## config.mk

```make
export PLATFORM = sky130hd
export DESIGN_NAME = inverse_quantiser
export DESIGN_NICKNAME = d
export VERILOG_FILES = /design/src/rtl/inverse_quantiser.sv
export SDC_FILE = /design/constraint.sdc
export NUM_CORES = 1
export LEC_CHECK = 0
export ABC_AREA = 0
export BUFFER_PORTS_ARGS = -buffer_cell sky130_fd_sc_hd__buf_2
export CELL_PAD_IN_SITES_DETAIL_PLACEMENT = 1
export CELL_PAD_IN_SITES_GLOBAL_PLACEMENT = 1
export CORE_MARGIN = 5
export CORE_UTILIZATION = 50
export CTS_BUF_LIST = sky130_fd_sc_hd__clkbuf_8 sky130_fd_sc_hd__clkbuf_16
export DETAILED_ROUTE_END_ITERATION = 8
export GPL_TIMING_DRIVEN = 0
export PLACE_DENSITY = 0.84
export SETUP_SLACK_MARGIN = 0.2
export SYNTH_ARGS = -nofsm -noshare
export SYNTH_HDL_FRONTEND = slang
export SYNTH_SLANG_ARGS = --single-unit
```

## constraint.sdc

```tcl
create_clock -name clk -period 15.91 [get_ports clk]
set_clock_uncertainty 0.05 [all_clocks]
set_input_delay 2.3865 -clock clk [delete_from_list [all_inputs] [get_ports clk]]
set_output_delay 2.3865 -clock clk [all_outputs]
set_load 0.03 [all_outputs]
```

## src/rtl/inverse_quantiser.sv

```systemverilog
// Inverse quantiser: weighting, quantiser_scale, saturation and mismatch control.
// Matrix W arrives two enabled cycles after o_quant_rd_addr is registered.
module inverse_quantiser (
  input  logic        clk,
  input  logic        rst,
  input  logic        i_clk_en,
  input  logic        i_coeff_valid,
  input  logic [11:0] i_coeff_in,
  input  logic [5:0]  i_addr_in,
  input  logic        i_coeff_last,
  input  logic        i_intra,
  input  logic [1:0]  i_intra_dc_precision,
  input  logic        i_q_scale_type,
  input  logic [4:0]  i_quantiser_scale_code,
  output logic [5:0]  o_quant_rd_addr,
  output logic        o_quant_rd_clk_en,
  input  logic [7:0]  i_intra_quant_in,
  input  logic [7:0]  i_non_intra_quant_in,
  output logic [11:0] o_coeff_out,
  output logic        o_coeff_out_valid,
  output logic        o_coeff_out_last
);

  logic               r1_valid, r2_valid, r3_valid, r4_valid;
  logic               r1_last, r2_last, r3_last, r4_last;
  logic               r1_intra, r2_intra, r3_intra;
  logic               r1_dc, r2_dc, r3_dc;
  logic [11:0]        r1_qf, r2_qf, r3_qf;
  logic signed [13:0] r1_term, r2_term, r3_term;
  logic [6:0]         r1_scale, r2_scale, r3_scale;
  logic [1:0]         r1_prec, r2_prec, r3_prec;
  logic signed [28:0] r4_prod;
  logic               r_parity;

  logic [6:0]         w_scale;
  logic signed [13:0] w_qf14, w_k, w_term;
  logic [7:0]         w_w;
  logic signed [28:0] w_qf_ext, w_term_ext, w_w_ext, w_scale_ext;
  logic signed [28:0] w_dc_prod, w_prod, w_adj, w_div;
  logic [11:0]        w_sat, w_f;
  logic               w_par;

  assign o_quant_rd_clk_en = i_clk_en;

  always_comb begin
    w_scale = {1'b0, i_quantiser_scale_code, 1'b0};
    if (i_q_scale_type) begin
      case (i_quantiser_scale_code)
        5'd0:  w_scale = 7'd0;
        5'd1:  w_scale = 7'd1;
        5'd2:  w_scale = 7'd2;
        5'd3:  w_scale = 7'd3;
        5'd4:  w_scale = 7'd4;
        5'd5:  w_scale = 7'd5;
        5'd6:  w_scale = 7'd6;
        5'd7:  w_scale = 7'd7;
        5'd8:  w_scale = 7'd8;
        5'd9:  w_scale = 7'd10;
        5'd10: w_scale = 7'd12;
        5'd11: w_scale = 7'd14;
        5'd12: w_scale = 7'd16;
        5'd13: w_scale = 7'd18;
        5'd14: w_scale = 7'd20;
        5'd15: w_scale = 7'd22;
        5'd16: w_scale = 7'd24;
        5'd17: w_scale = 7'd28;
        5'd18: w_scale = 7'd32;
        5'd19: w_scale = 7'd36;
        5'd20: w_scale = 7'd40;
        5'd21: w_scale = 7'd44;
        5'd22: w_scale = 7'd48;
        5'd23: w_scale = 7'd52;
        5'd24: w_scale = 7'd56;
        5'd25: w_scale = 7'd64;
        5'd26: w_scale = 7'd72;
        5'd27: w_scale = 7'd80;
        5'd28: w_scale = 7'd88;
        5'd29: w_scale = 7'd96;
        5'd30: w_scale = 7'd104;
        default: w_scale = 7'd112;
      endcase
    end
  end

  // 2*QF + k needs 14 bits: -2048 non-intra gives -4097
  always_comb begin
    w_qf14 = {{2{i_coeff_in[11]}}, i_coeff_in};
    w_k    = 14'sd0;
    if (!i_intra && (i_coeff_in != 12'd0))
      w_k = i_coeff_in[11] ? -14'sd1 : 14'sd1;
    w_term = (w_qf14 <<< 1) + w_k;
  end

  always_ff @(posedge clk) begin
    if (!rst) begin
      r1_valid <= 1'b0; r2_valid <= 1'b0; r3_valid <= 1'b0; r4_valid <= 1'b0;
      r1_last  <= 1'b0; r2_last  <= 1'b0; r3_last  <= 1'b0; r4_last  <= 1'b0;
      r1_intra <= 1'b0; r2_intra <= 1'b0; r3_intra <= 1'b0;
      r1_dc    <= 1'b0; r2_dc    <= 1'b0; r3_dc    <= 1'b0;
      r1_qf    <= '0;   r2_qf    <= '0;   r3_qf    <= '0;
      r1_term  <= '0;   r2_term  <= '0;   r3_term  <= '0;
      r1_scale <= '0;   r2_scale <= '0;   r3_scale <= '0;
      r1_prec  <= '0;   r2_prec  <= '0;   r3_prec  <= '0;
      r4_prod  <= '0;
      o_quant_rd_addr <= '0;
    end else if (i_clk_en) begin
      r1_valid <= i_coeff_valid;
      r1_last  <= i_coeff_valid & i_coeff_last;
      r1_intra <= i_intra;
      r1_dc    <= i_intra && (i_addr_in == 6'd0);
      r1_qf    <= i_coeff_in;
      r1_term  <= w_term;
      r1_scale <= w_scale;
      r1_prec  <= i_intra_dc_precision;
      o_quant_rd_addr <= i_addr_in;

      r2_valid <= r1_valid; r2_last <= r1_last; r2_intra <= r1_intra; r2_dc <= r1_dc;
      r2_qf    <= r1_qf;    r2_term <= r1_term; r2_scale <= r1_scale; r2_prec <= r1_prec;

      r3_valid <= r2_valid; r3_last <= r2_last; r3_intra <= r2_intra; r3_dc <= r2_dc;
      r3_qf    <= r2_qf;    r3_term <= r2_term; r3_scale <= r2_scale; r3_prec <= r2_prec;

      r4_valid <= r3_valid;
      r4_last  <= r3_last;
      r4_prod  <= w_prod;
    end
  end

  // DC is pre-scaled by 32 so the shared divide below is exact for it
  always_comb begin
    w_w         = r3_intra ? i_intra_quant_in : i_non_intra_quant_in;
    w_qf_ext    = {{17{r3_qf[11]}}, r3_qf};
    w_term_ext  = {{15{r3_term[13]}}, r3_term};
    w_w_ext     = {21'd0, w_w};
    w_scale_ext = {22'd0, r3_scale};
    w_dc_prod   = w_qf_ext <<< (4'd8 - {2'b00, r3_prec});
    w_prod      = r3_dc ? w_dc_prod : (w_term_ext * w_w_ext * w_scale_ext);
  end

  always_comb begin
    w_adj = r4_prod + (r4_prod[28] ? 29'sd31 : 29'sd0);
    w_div = w_adj >>> 5;
    if (w_div > 29'sd2047)
      w_sat = 12'h7FF;
    else if (w_div < -29'sd2048)
      w_sat = 12'h800;
    else
      w_sat = w_div[11:0];
    w_par = r_parity ^ w_sat[0];
    w_f   = w_sat;
    if (r4_last && !w_par)
      w_f[0] = ~w_sat[0];
  end

  always_ff @(posedge clk) begin
    if (!rst) begin
      o_coeff_out       <= '0;
      o_coeff_out_valid <= 1'b0;
      o_coeff_out_last  <= 1'b0;
      r_parity          <= 1'b0;
    end else if (i_clk_en) begin
      o_coeff_out_valid <= r4_valid;
      o_coeff_out_last  <= r4_valid & r4_last;
      if (r4_valid) begin
        o_coeff_out <= w_f;
        r_parity    <= r4_last ? 1'b0 : w_par;
      end
    end
  end

endmodule
```

# Word-level counts from Yosys, hierarchy flattened
# Memories as Yosys holds them, arrays and structs flattened.
# Index checks and enable logic that the tools add are counted.
[totals] register_bits=169 latch_bits=0 mem_bits_rw=0 mem_bits_ro=224 input_bits=48 output_inout_bits=21 elab_cells=63 mem_count=1
[mem_list] memory="(name not given)" words=32 word_bits=7 rd=1 rd_ports_with_merged_regs=0 wr=0 line_no="48" source="case (i_quantiser_scale_code)"
[op_classes] n_addsub=3 n_mul=2 div_mod_pow=0 magnitude_cmp=2 n_eq_ne=0 n_shift=1 muxes=10 bitwise=4 reduce_logical=8
[op_table] op="adder 29 x 6 -> 29 bit" count=1
[op_table] op="multiplier 23 x 8 -> 29 bit" count=1
[op_table] op="two-way mux 29 bit" count=1
[op_table] op="<<< shifter 12 x 4 -> 29 bit" count=1
[op_table] op="two-way mux 14 bit" count=2
[op_table] op="greater-than comparator 24 x 12 -> 1 bit, second input constant" count=1
[op_table] op="less-than comparator 24 x 12 -> 1 bit, second input constant" count=1
[op_table] op="two-way mux 12 bit" count=2
[op_table] op="multiplier 14 x 9 -> 23 bit" count=1
[op_table] op="adder 13 x 14 -> 14 bit" count=1
[op_table] op="nonzero test 12 bit" count=1
[op_table] op="two-way mux 8 bit" count=1
[op_table] op="two-way mux 7 bit" count=1
[op_table] op="logical NOT 6 bit" count=1
[op_table] op="two-way mux 5 bit" count=1
[op_table] op="subtractor 4 x 2 -> 4 bit, first input constant" count=1
[op_table] op="logical AND 1 bit" count=3
[op_table] op="AND 1 bit" count=2
[op_table] op="logical NOT 1 bit" count=2
[op_table] op="two-way mux 1 bit" count=2
[op_table] op="AND reduction 2 bit" count=1
[op_table] op="inverter 1 bit" count=1
[op_table] op="bitwise XOR 1 bit" count=1

# Logic depth before layout (Yosys ltp)
# Gate-level depths: netlist of the first run.
[depth] ltp_word=9 mapped_depth=41 depth_no_buf=38

# Worst setup path after synthesis of the first run
# OpenSTA, ideal clock, no wires.
[synth_path] kind="input to register" startpoint="input port i_intra_quant_in[5]" endpoint="register r4_prod[28]" arrival_time_ps=10963 required_time_ps=15787 path_slack_ps=4823 path_stages=38 n_path_buf=2 path_cell_list="mux2_2 -> clkbuf_1 -> nand2_1 -> fa_1 -> inv_1 -> fa_1 -> fa_1 -> inv_1 -> fa_1 -> inv_1 -> ha_1 -> o21a_1 -> o2111ai_1 -> o21a_1 -> o31ai_1 -> a221oi_1 -> o31ai_1 -> a21oi_1 -> (+2 left out) -> fa_1 -> inv_1 -> fa_1 -> fa_1 -> inv_1 -> fa_1 -> inv_1 -> ha_1 -> clkbuf_1 -> a21oi_1 -> o21bai_1 -> a21oi_1 -> nand3b_1 -> o21ai_0 -> a31oi_1 -> xnor2_1 -> or4_4 -> o211ai_2"
[synth_between] elab_chain_len=4
[synth_lines] item="start: declaration" line_no="17" source="input logic [7:0] i_intra_quant_in,"
[synth_lines] item="two-way mux 8 bit" line_no="131" source="w_w = r3_intra ? i_intra_quant_in : i_non_intra_quant_in;"
[synth_lines] item="multiplier 14 x 9 -> 23 bit" line_no="137" source="w_prod = r3_dc ? w_dc_prod : (w_term_ext * w_w_ext * w_scale_ext);"
[synth_lines] item="multiplier 23 x 8 -> 29 bit" line_no="137"
[synth_lines] item="two-way mux 29 bit" line_no="137"
[synth_lines] item="end signal: assignment" line_no="125" source="r4_prod <= w_prod;"
[synth_lines] item="end: declaration" line_no="32" source="logic signed [28:0] r4_prod;"
# Every way passes these cells.
# A chain may end at the register's enable or synchronous reset.

# Final worst setup path of the first run
[layout_path] startpoint="input port i_intra_quant_in[6]" endpoint="register r4_prod[28]"
# The elaborated chain is that of the path after synthesis.

==> results.toml, run 1 <==
[run_status]
outcome = "finished clean"

[timing]
slew_headroom_pct = 39.7
setup_viol = 0
min_period_ns = 12.54
maxSlewViolCount = 0
fmax_mhz = 79.7
final-hold-violation-count = 0
worst_pin_slew_ns = 0.904
fin_tns_setup_ns = 0
fin_crit_sh_pct = 78.8
grt_setup_unrepaired = "no"

[cts]
cts_buffers = 17
cts_resized = 0
post_cts_buffers = 0
insertion_delay_ns = 0.45
cts_buffer_depth = 2
cts.sinks = 169
cts_tree = "built"
clkSlewWorstSetupHoldPaths_ns = 0.07
cts_htree_levels = 4
cts_hold_buf = 0
root_buffer = "clkbuf_16"

[route]
wl_um = 53700
ant_nets = 0
wl_per_cell_um = 20.8
first_pass_iters = 7
drc = 0
first_iter_violations = 773
vias = 14700
vias_per_cell = 5.68

[layout]
final_cells = 2580
area_delta_synth_final_pct = 8.76
nNetsFinal = 2489
postLayoutCoreUtil_pct = 54.9
drive_gt1_share_pct = 6.17

[synthesis]
yosysWarnings = 0
synth.avg_cell_area_um2 = 8.58
synth_ff_type = "dfxtp_1"
yosys.cell_count.top_type = "inv_1"
synth_nets = 2403
ys_types = 69
synth_top_area_share_pct = 23.8
syn_area_um2 = 17400
synth_edf_count = 0
ys_ff_latch = 169
ys_seq_area_share_pct = 19.5
yosys.area.top_type = "fa_1"
synth_area_leaders = "fa_1 24%, dfxtp_1 19%, ha_1 8.9%"
syn_inst = 2025
synthArstFlopShare_pct = 0
synth_common_cells = "328 x inv_1, 207 x fa_1, 181 x nor2_1"

[grt]
grt-ovfl-total = 0
grtUsageTotal_pct = 28.2
antenna_found_initial = 2
grt_pass1_wl_um = 87700
grt_start_max_net_pins = 17
grt_pass1_vias = 16700

[floorplanning]
fp.dieW_um = 196
design.core.area_um2 = 34500
initial_core_util_pct = 50.4
boundaryPins = 69
fp.dieH_um = 196
rows = 68
fp.dieArea_um2 = 38600

[worst_setup_path]
worst_ep_required_time_ns = 16.22
cp_common_cell = "fa_1"
critPathKind = "in -> reg"
worstPathArrival_ns = 12.85
crit_path_end_kind = "flip-flop"
crit_slowest_cell = "mux2i_1"
start_kind = "input port"
cpPeakStageDelay_ns = 0.60
critPathMaxFanout = 10

[power]
vdd.ir_drop.worst_v = 0.0000890
power.leakage_nw = 9.17
power.density_nw_per_um2 = 56.8

[place]
place_inst = 2547
port_buffers = 67
routabilityCongestion = 0.925
post-dp-hpwl_um = 42300

[hold_path]
hold_path.class = "reg -> reg"

[job]
drv_cap = 0
-- registers in the layout, summed over array words and instances (netlist names), 2 cells and up --
register / count
o_coeff_out: 12
r1_qf: 12
r3_prec: 2
r2_term: 14
r2_scale: 7
r3_qf: 12
r3_term: 14
r1_term: 14
o_quant_rd_addr: 6
r2_prec: 2
r1_scale: 7
r4_prod: 29
r1_prec: 2
r2_qf: 12
r3_scale: 7
-- critical path, delay by kind of cell --
| family | cells | cell delay (ns) |
|---|---|---|
| fa+ha+maj | 10 | 4.66 |
| compound gates | 12 | 2.49 |
| buf+inv | 8 | 1.10 |
| simple gates | 4 | 0.81 |
| xor+xnor | 2 | 0.79 |
| mux | 1 | 0.60 |
-- layer usage --
| metal | wire length (um) | global-route usage, % | part of all wire, % | vias up |
|---|---|---|---|---|
| met2 | 27800 | 51.9 | 52 | 398 |
| li1 | - | - | - | 6687 |
| met1 | 22000 | 34.3 | 41 | 7445 |
| met4 | 1770 | 10.4 | 3.3 | 2 |
| met5 | 13 | 0 | 0.024 | - |
| met3 | 2130 | 2.85 | 4.0 | 118 |
-- power by group --
part           switching [W]  total [W]  leakage (nW)  internal, W
clock network       0.000195   0.000447         0.303     0.000251
logic               0.000115   0.000174          7.49    0.0000593
registers          0.0000138   0.000453          1.38     0.000439
-- path summary, 6_finish.rpt --
check | start | endpoint | slack [ns] | cells past startpoint
max | i_intra_quant_in[6] | r4_prod[28] | 3.37 | 37
min | r1_scale[5] | r1_scale[5] | 0.43 | 2
max reg2reg | r3_intra | r4_prod[28] | 4.36 | 37
min reg2reg | r1_scale[5] | r1_scale[5] | 0.43 | 2
-- per-stage QoR --
step | cell area, um^2 | power [W] | worst slack (ns) | hold slack (ns)
floorplan | 17400 | 0.000569 | 4.82 | 0.382
global placement | 18300 | 0.000622 | 3.46 | 0.396
detailed placement | 18300 | 0.000631 | 2.99 | 0.411
CTS | 18900 | 0.00107 | 3.43 | 0.423
global route | 18900 | 0.00111 | 2.88 | 0.453
finish | 18900 | 0.00107 | 3.37 | 0.428
-- area by class of cell --
cell class,instances,area (um^2)
well taps,455,569
inverters,331,1240
plain buffers,93,357
multi-input cells,1432,12400
flip-flops and latches,169,3380
repair buffers,67,335
clock inverters,15,190
diodes,1,2.50
clock buffers,17,425
fillers,4175,15600
-- cell families after synthesis --
group / Yosys count / synth area share [%]
simple gates: 634 / 17.6
buf+inv: 424 / 9.20
fa+ha+maj: 330 / 32.7
compound gates: 278 / 10.4
flops: 169 / 19.5
mux: 134 / 7.80
xor+xnor: 56 / 2.82
-- placed cells by master, fill, tap and decap left out, types with 11 or more instances in the layout --
cell	instances
clkbuf_1	80
o211ai_1	21
and2_1	127
nand2_1	161
a21oi_1	72
and3_1	15
buf_2	70
nor2_1	181
nand3_1	30
a21o_1	12
nor2b_1	49
dfxtp_1	169
inv_1	330
xnor2_1	43
mux2i_1	123
clkbuf_16	17
o21a_1	13
mux2_2	11
a211oi_1	17
xor2_1	13
nor3_1	20
o21ai_0	67
fa_1	207
ha_1	123
(Power assumes the default switching activity.)
==> inputs of run 2 (changes only) <==
--- a/config.mk
+++ b/config.mk
@@ -5,16 +5,16 @@
 export SDC_FILE = /design/constraint.sdc
 export NUM_CORES = 1
 export LEC_CHECK = 0
-export ABC_AREA = 0
+export ABC_AREA = 1
 export BUFFER_PORTS_ARGS = -buffer_cell sky130_fd_sc_hd__buf_2
 export CELL_PAD_IN_SITES_DETAIL_PLACEMENT = 1
 export CELL_PAD_IN_SITES_GLOBAL_PLACEMENT = 1
 export CORE_MARGIN = 5
-export CORE_UTILIZATION = 50
+export CORE_UTILIZATION = 43
 export CTS_BUF_LIST = sky130_fd_sc_hd__clkbuf_8 sky130_fd_sc_hd__clkbuf_16
 export DETAILED_ROUTE_END_ITERATION = 8
 export GPL_TIMING_DRIVEN = 0
-export PLACE_DENSITY = 0.84
+export PLACE_DENSITY = 0.8
 export SETUP_SLACK_MARGIN = 0.2
 export SYNTH_ARGS = -nofsm -noshare
 export SYNTH_HDL_FRONTEND = slang
==> constraint.sdc (replaced) <==
create_clock -name clk -period 11.4 [get_ports clk]
set_clock_uncertainty 0.05 [all_clocks]
set_input_delay 1.71 -clock clk [delete_from_list [all_inputs] [get_ports clk]]
set_output_delay 1.71 -clock clk [all_outputs]
set_load 0.03 [all_outputs]
==> run 2 against run 1 <==
Effect of this change: critical path depth is 2 higher; clock-buffer cell count is 1 higher; total power grew to 3.3 times the previous value; combinational power grew to 13 times the previous value; die area is 16% higher; sequential share of layout area is 0.23 points lower; via count is 10% higher; first-iteration DRC count is 8.7% higher; final area is 1.3% higher; register-to-register slack worse by 3.1 ns; clock power is 31% higher; synthesized cell count is 20% higher; critical path type unchanged; largest cell class unchanged; highest routed layer unchanged.
==> results.toml, run 2 <==
[floorplanning]
fp.dieW_um = 212
rows = 74
fp.dieArea_um2 = 44900
initial_core_util_pct = 43.2
fp.dieH_um = 212
boundaryPins = 69
design.core.area_um2 = 40600

[synthesis]
synthArstFlopShare_pct = 0
synth_edf_count = 0
yosys.cell_count.top_type = "inv_1"
synth_top_area_share_pct = 23.7
synth_ff_type = "dfxtp_1"
synth_common_cells = "498 x inv_1, 377 x nand2_1, 357 x nor2_1"
yosys.area.top_type = "fa_1"
synth_nets = 2806
syn_area_um2 = 17500
synth.avg_cell_area_um2 = 7.21
yosysWarnings = 0
ys_seq_area_share_pct = 19.3
ys_ff_latch = 169
synth_area_leaders = "fa_1 24%, dfxtp_1 19%, inv_1 11%"
syn_inst = 2428
ys_types = 45

[power]
vdd.ir_drop.worst_v = 0.000111
power.density_nw_per_um2 = 187
power.leakage_nw = 9.64
power_w = 0.00359

[timing]
fmax_mhz = 94.0
grt_setup_unrepaired = "no"
fin_crit_sh_pct = 93.3
fin_tns_setup_ns = 0
min_period_ns = 10.63
worst_pin_slew_ns = 0.905
final-hold-violation-count = 0
slew_headroom_pct = 39.5
setup_viol = 0
maxSlewViolCount = 0

[grt]
met1_usage_pct = 31.8
grt_util_met3_pct = 3.17
grt_start_max_net_pins = 17
antenna_found_initial = 2
grt_pass1_wl_um = 92500
grt-ovfl-total = 0
grt_util_met2_pct = 47.0
grtUsageTotal_pct = 25.9
grt_pass1_vias = 18000
grt_busiest_layer = "met2"

[worst_setup_path]
crit_slowest_cell = "fa_1"
crit_start = "i_non_intra_quant_in[2]"
crit_path_end_kind = "flip-flop"
critPathMaxFanout = 10
crit_buf_inv = 12
cp_common_cell = "inv_1"
timing.reg2reg.setup_slack_ns = 1.25
start_kind = "input port"
path_delay_family = "adder cells"
cpPeakStageDelay_ns = 0.70
cp.depth = 39
r2r_cells = 40
crit_end = "r4_prod[27]"
worst_r2r_endpoint = "r4_prod[27]"
worstPathArrival_ns = 10.87
r2r_start = "r3_intra"
worst_ep_required_time_ns = 11.64
critPathKind = "in -> reg"

[layout]
largest_reg_flops = 29
antenna_cells = 0
mostFrequentLayoutCells = "500 x inv_1, 376 x nand2_1, 357 x nor2_1"
nNetsFinal = 2894
regMostFlops = "r4_prod"
area_delta_synth_final_pct = 9.37
drive_gt1_share_pct = 5.69
seq_area_um2 = 3380
layout_commonest_cell = "inv_1"
nFillCells = 5266
multiInputGateArea_um2 = 12000

[cts]
insertion_delay_ns = 0.44
cts_htree_levels = 4
cts_tree = "built"
cts_buffers = 17
clkSlewWorstSetupHoldPaths_ns = 0.06
cts_buffer_depth = 2
cts_hold_buf = 0
cts.sinks = 169
root_buffer = "clkbuf_16"

[route]
vias_per_cell = 5.28
ant_nets = 0
wl_um = 56600
drc = 0
first_iter_violations = 840
wl_per_cell_um = 18.5
first_pass_iters = 5
vias = 16100

[run_status]
outcome = "finished clean"

[job]
drv_cap = 0

[place]
port_buffers = 66
post-dp-hpwl_um = 47100
routabilityCongestion = 0.923

[hold_path]
hold_path.class = "reg -> reg"
-- run 2: metal layers --
| layer | wire length [um] | part of all wire (%) | up-vias |
|---|---|---|---|
| li1 | - | - | 7660 |
| met5 | 27 | 0.048 | - |
| met1 | 23800 | 42 | 8004 |
| met4 | 1790 | 3.2 | 4 |
| met2 | 28600 | 51 | 373 |
| met3 | 2380 | 4.2 | 107 |
-- run 2: layout make-up --
type / count / area share [%]
multi-input combinational: 1677 / 62.5
sequential: 169 / 17.7
inverter: 504 / 9.90
tap: 532 / 3.48
clock buffer: 18 / 2.29
timing repair buffer: 69 / 1.84
buffer: 78 / 1.60
clock inverter: 14 / 0.758
-- run 2: worst reg2reg max path, delay by kind of cell, from the launching register on --
kind | cells | cell delay [ns]
buffers and inverters | 13 | 1.70
DFF | 1 | 0.31
adders and majority gates | 10 | 5.13
xor gates and xnor gates | 1 | 0.26
AOI/OAI and AO/OA | 2 | 0.24
and+or+nand+nor | 14 | 2.32
-- run 2: power breakdown --
group / internal (W) / leakage (nW) / switching (W)
clock network: 0.000330 / 0.295 / 0.000254
logic: 0.000756 / 7.95 / 0.00154
registers: 0.000651 / 1.40 / 0.0000609
total: 0.00174 / 9.64 / 0.00185
-- run 2: worst min-delay path by stage --
stage,endpoint,slack [ns],startpoint,depth (start not counted)
after floorplan,r1_qf[11],0.38,r1_qf[11],1
after global placement,o_coeff_out_valid,0.40,o_coeff_out_valid,2
after detailed placement,o_coeff_out_valid,0.41,o_coeff_out_valid,2
after CTS,o_coeff_out_valid,0.42,o_coeff_out_valid,2
after global routing,o_coeff_out_valid,0.45,o_coeff_out_valid,2
final,o_coeff_out_valid,0.41,o_coeff_out_valid,2
-- run 2: metrics by stage --
step                utilization (%)  area, um^2  worst slack, ns  std cells  hold slack, ns
CTS                            47.1       19100            0.299       3058           0.421
finish                         47.2       19100            0.767       3061           0.414
global route                   47.2       19100            0.196       3061           0.446
detailed placement             45.6       18500           -0.148       3026           0.406
floorplan                         -       17500             1.68       2428           0.378
global placement               45.6       18500           0.0565       3026           0.399
-- run 2: cells by family after synthesis --
group,after synthesis,synth area share (%)
AOI/OAI and AO/OA,434,13.3
xor gates and xnor gates,47,2.39
adders and majority gates,330,32.5
buffers and inverters,582,12.5
DFF,169,19.3
muxes,3,0.172
and+or+nand+nor,863,19.9
-- run 2: timing repair --
action,CTS,global route
gates resized for setup,0,16
setup buffers,0,3
endpoints found under the setup margin,0,11
==> inputs of run 3 (changes only) <==
--- a/config.mk
+++ b/config.mk
@@ -7,14 +7,12 @@
 export LEC_CHECK = 0
 export ABC_AREA = 1
 export BUFFER_PORTS_ARGS = -buffer_cell sky130_fd_sc_hd__buf_2
-export CELL_PAD_IN_SITES_DETAIL_PLACEMENT = 1
-export CELL_PAD_IN_SITES_GLOBAL_PLACEMENT = 1
 export CORE_MARGIN = 5
-export CORE_UTILIZATION = 43
+export CORE_UTILIZATION = 50
 export CTS_BUF_LIST = sky130_fd_sc_hd__clkbuf_8 sky130_fd_sc_hd__clkbuf_16
 export DETAILED_ROUTE_END_ITERATION = 8
 export GPL_TIMING_DRIVEN = 0
-export PLACE_DENSITY = 0.8
+export PLACE_DENSITY = 0.7
 export SETUP_SLACK_MARGIN = 0.2
 export SYNTH_ARGS = -nofsm -noshare
 export SYNTH_HDL_FRONTEND = slang
==> run 3 against run 2 <==
Effect of this change: register-to-register slack gained 0.09 ns; sequential share of layout area is 0.10 points higher; critical path depth decreased by 6; combinational power down 3%; non-clock buffer count shrank 3; clock power rose by 2%.
==> results.toml, run 3 (synthesized netlist as in run 2, its figures left out) <==
[run_status]
outcome = "finished clean"

[job]
drv_cap = 0

[timing]
worst_pin_slew_ns = 0.876
fin_tns_setup_ns = 0
final-hold-violation-count = 0
slew_headroom_pct = 41.4
setup_viol = 0
fin_crit_sh_pct = 93.8
maxSlewViolCount = 0
grt_setup_unrepaired = "no"
min_period_ns = 10.69
fmax_mhz = 93.5

[worst_setup_path]
critPathMaxFanout = 10
cpPeakStageDelay_ns = 0.60
cp_common_cell = "fa_1"
worst_r2r_endpoint = "r4_prod[21]"
crit_end = "r4_prod[21]"
start_kind = "input port"
crit_slowest_cell = "mux2i_1"
critPathKind = "in -> reg"
r2r_cells = 33
path_delay_family = "adder cells"
cp.depth = 33
crit_path_end_kind = "flip-flop"
timing.reg2reg.setup_slack_ns = 1.34
crit_buf_inv = 8
crit_start = "i_intra_quant_in[7]"
r2r_start = "r3_intra"
worst_ep_required_time_ns = 11.65
worstPathArrival_ns = 10.95

[place]
post-dp-hpwl_um = 40600
place_inst = 2949
routabilityCongestion = 1.01
port_buffers = 66

[layout]
largest_reg_flops = 29
multiInputGateArea_um2 = 12000
antenna_cells = 0
area_delta_synth_final_pct = 8.73
final_cells = 2980
mostFrequentLayoutCells = "498 x inv_1, 377 x nand2_1, 357 x nor2_1"
drive_gt1_share_pct = 5.39
nFillCells = 3392
nNetsFinal = 2891
regMostFlops = "r4_prod"
layout_commonest_cell = "inv_1"
seq_area_um2 = 3380

[grt]
grt_pass1_wl_um = 81400
grt_start_max_net_pins = 18
grtUsageTotal_pct = 25.9
grt_pass1_vias = 16200
grt-ovfl-total = 0
antenna_found_initial = 2

[route]
vias = 15800
wl_per_cell_um = 16.5
first_iter_violations = 1275
wl_um = 49200
drc = 0
ant_nets = 0
vias_per_cell = 5.30
first_pass_iters = 6

[cts]
cts_buffers = 17
cts.sinks = 169
cts_buffer_depth = 2
clkSlewWorstSetupHoldPaths_ns = 0.07
cts_tree = "built"
cts_htree_levels = 4
root_buffer = "clkbuf_16"
insertion_delay_ns = 0.44

[hold_path]
hold_path.class = "reg -> reg"
min-delay-start = "r1_qf[11]"

[floorplanning]
fp.dieH_um = 197
initial_core_util_pct = 50.7
fp.dieW_um = 197
design.core.area_um2 = 34500
fp.dieArea_um2 = 38900
boundaryPins = 69
rows = 68

[power]
power.leakage_nw = 9.61
power.density_nw_per_um2 = 185
vdd.ir_drop.worst_v = 0.000180
run 3: changes by cell type in the layout (fill, tap and decap cells not counted), sizes merged:
cell    before  now
clkbuf      91   90
clkinv       9    7
inv        505  507
buf         74   71
run 3: worst min-delay path by stage:
stage,end,slack (ns),cells past startpoint
2_1_floorplan,r1_qf[11],0.38,1
4_1_cts,r1_qf[11],0.41,1
3_3_place_gp,r1_qf[11],0.39,1
6_report,r1_qf[11],0.41,1
5_1_grt,o_coeff_out_last,0.43,2
3_5_place_dp,r1_qf[11],0.40,1
run 3: power breakdown:
part | switching [W] | total, W | internal (W)
clock | 0.000266 | 0.000598 | 0.000332
sequential | 0.0000561 | 0.000707 | 0.000651
combinational | 0.00148 | 0.00222 | 0.000745
run 3: timing repair:
item | in CTS | in global routing
setup endpoints to repair | 0 | 10
gates resized for setup | 0 | 6
buffers inserted | 0 | 0
hold buffers | 0 | 0
run 3: routing by layer:
metal	share of wire (%)	wire length [um]	track usage [%]
met4	3.7	1830	9.81
met1	43	21200	34.0
met2	48	23500	44.5
met3	5.4	2650	2.75
met5	0.057	28	0
run 3: metrics by stage:
step / hold slack, ns / cell area [um^2] / total power, W / setup WS, ns / utilization, %
floorplan: 0.378 / 17500 / 0.00227 / 1.68 / -
global placement: 0.388 / 18400 / 0.00286 / 0.176 / 53.3
detailed placement: 0.395 / 18400 / 0.00290 / 0.0925 / 53.3
CTS: 0.412 / 19000 / 0.00351 / 0.527 / 55.0
global route: 0.433 / 19000 / 0.00387 / 0.240 / 55.1
finish: 0.409 / 19000 / 0.00353 / 0.707 / 55.1
run 3: layout make-up:
class / instances / share of cell area [%]
plain buffers: 78 / 1.59
clock buffers: 17 / 2.23
clock inverters: 14 / 0.946
inverters: 504 / 9.94
multi-input cells: 1677 / 62.8
flip-flops and latches: 169 / 17.8
well taps: 455 / 2.99
repair buffers: 66 / 1.74
run 3: worst reg2reg max path, delay by kind of cell, from the launching register on:
family | cells | cell delay, ns
fa+ha+maj | 10 | 4.68
compound gates | 10 | 2.22
buf+inv | 8 | 1.26
mux | 1 | 0.71
xor+xnor | 1 | 0.41
flops | 1 | 0.31
simple gates | 3 | 0.28
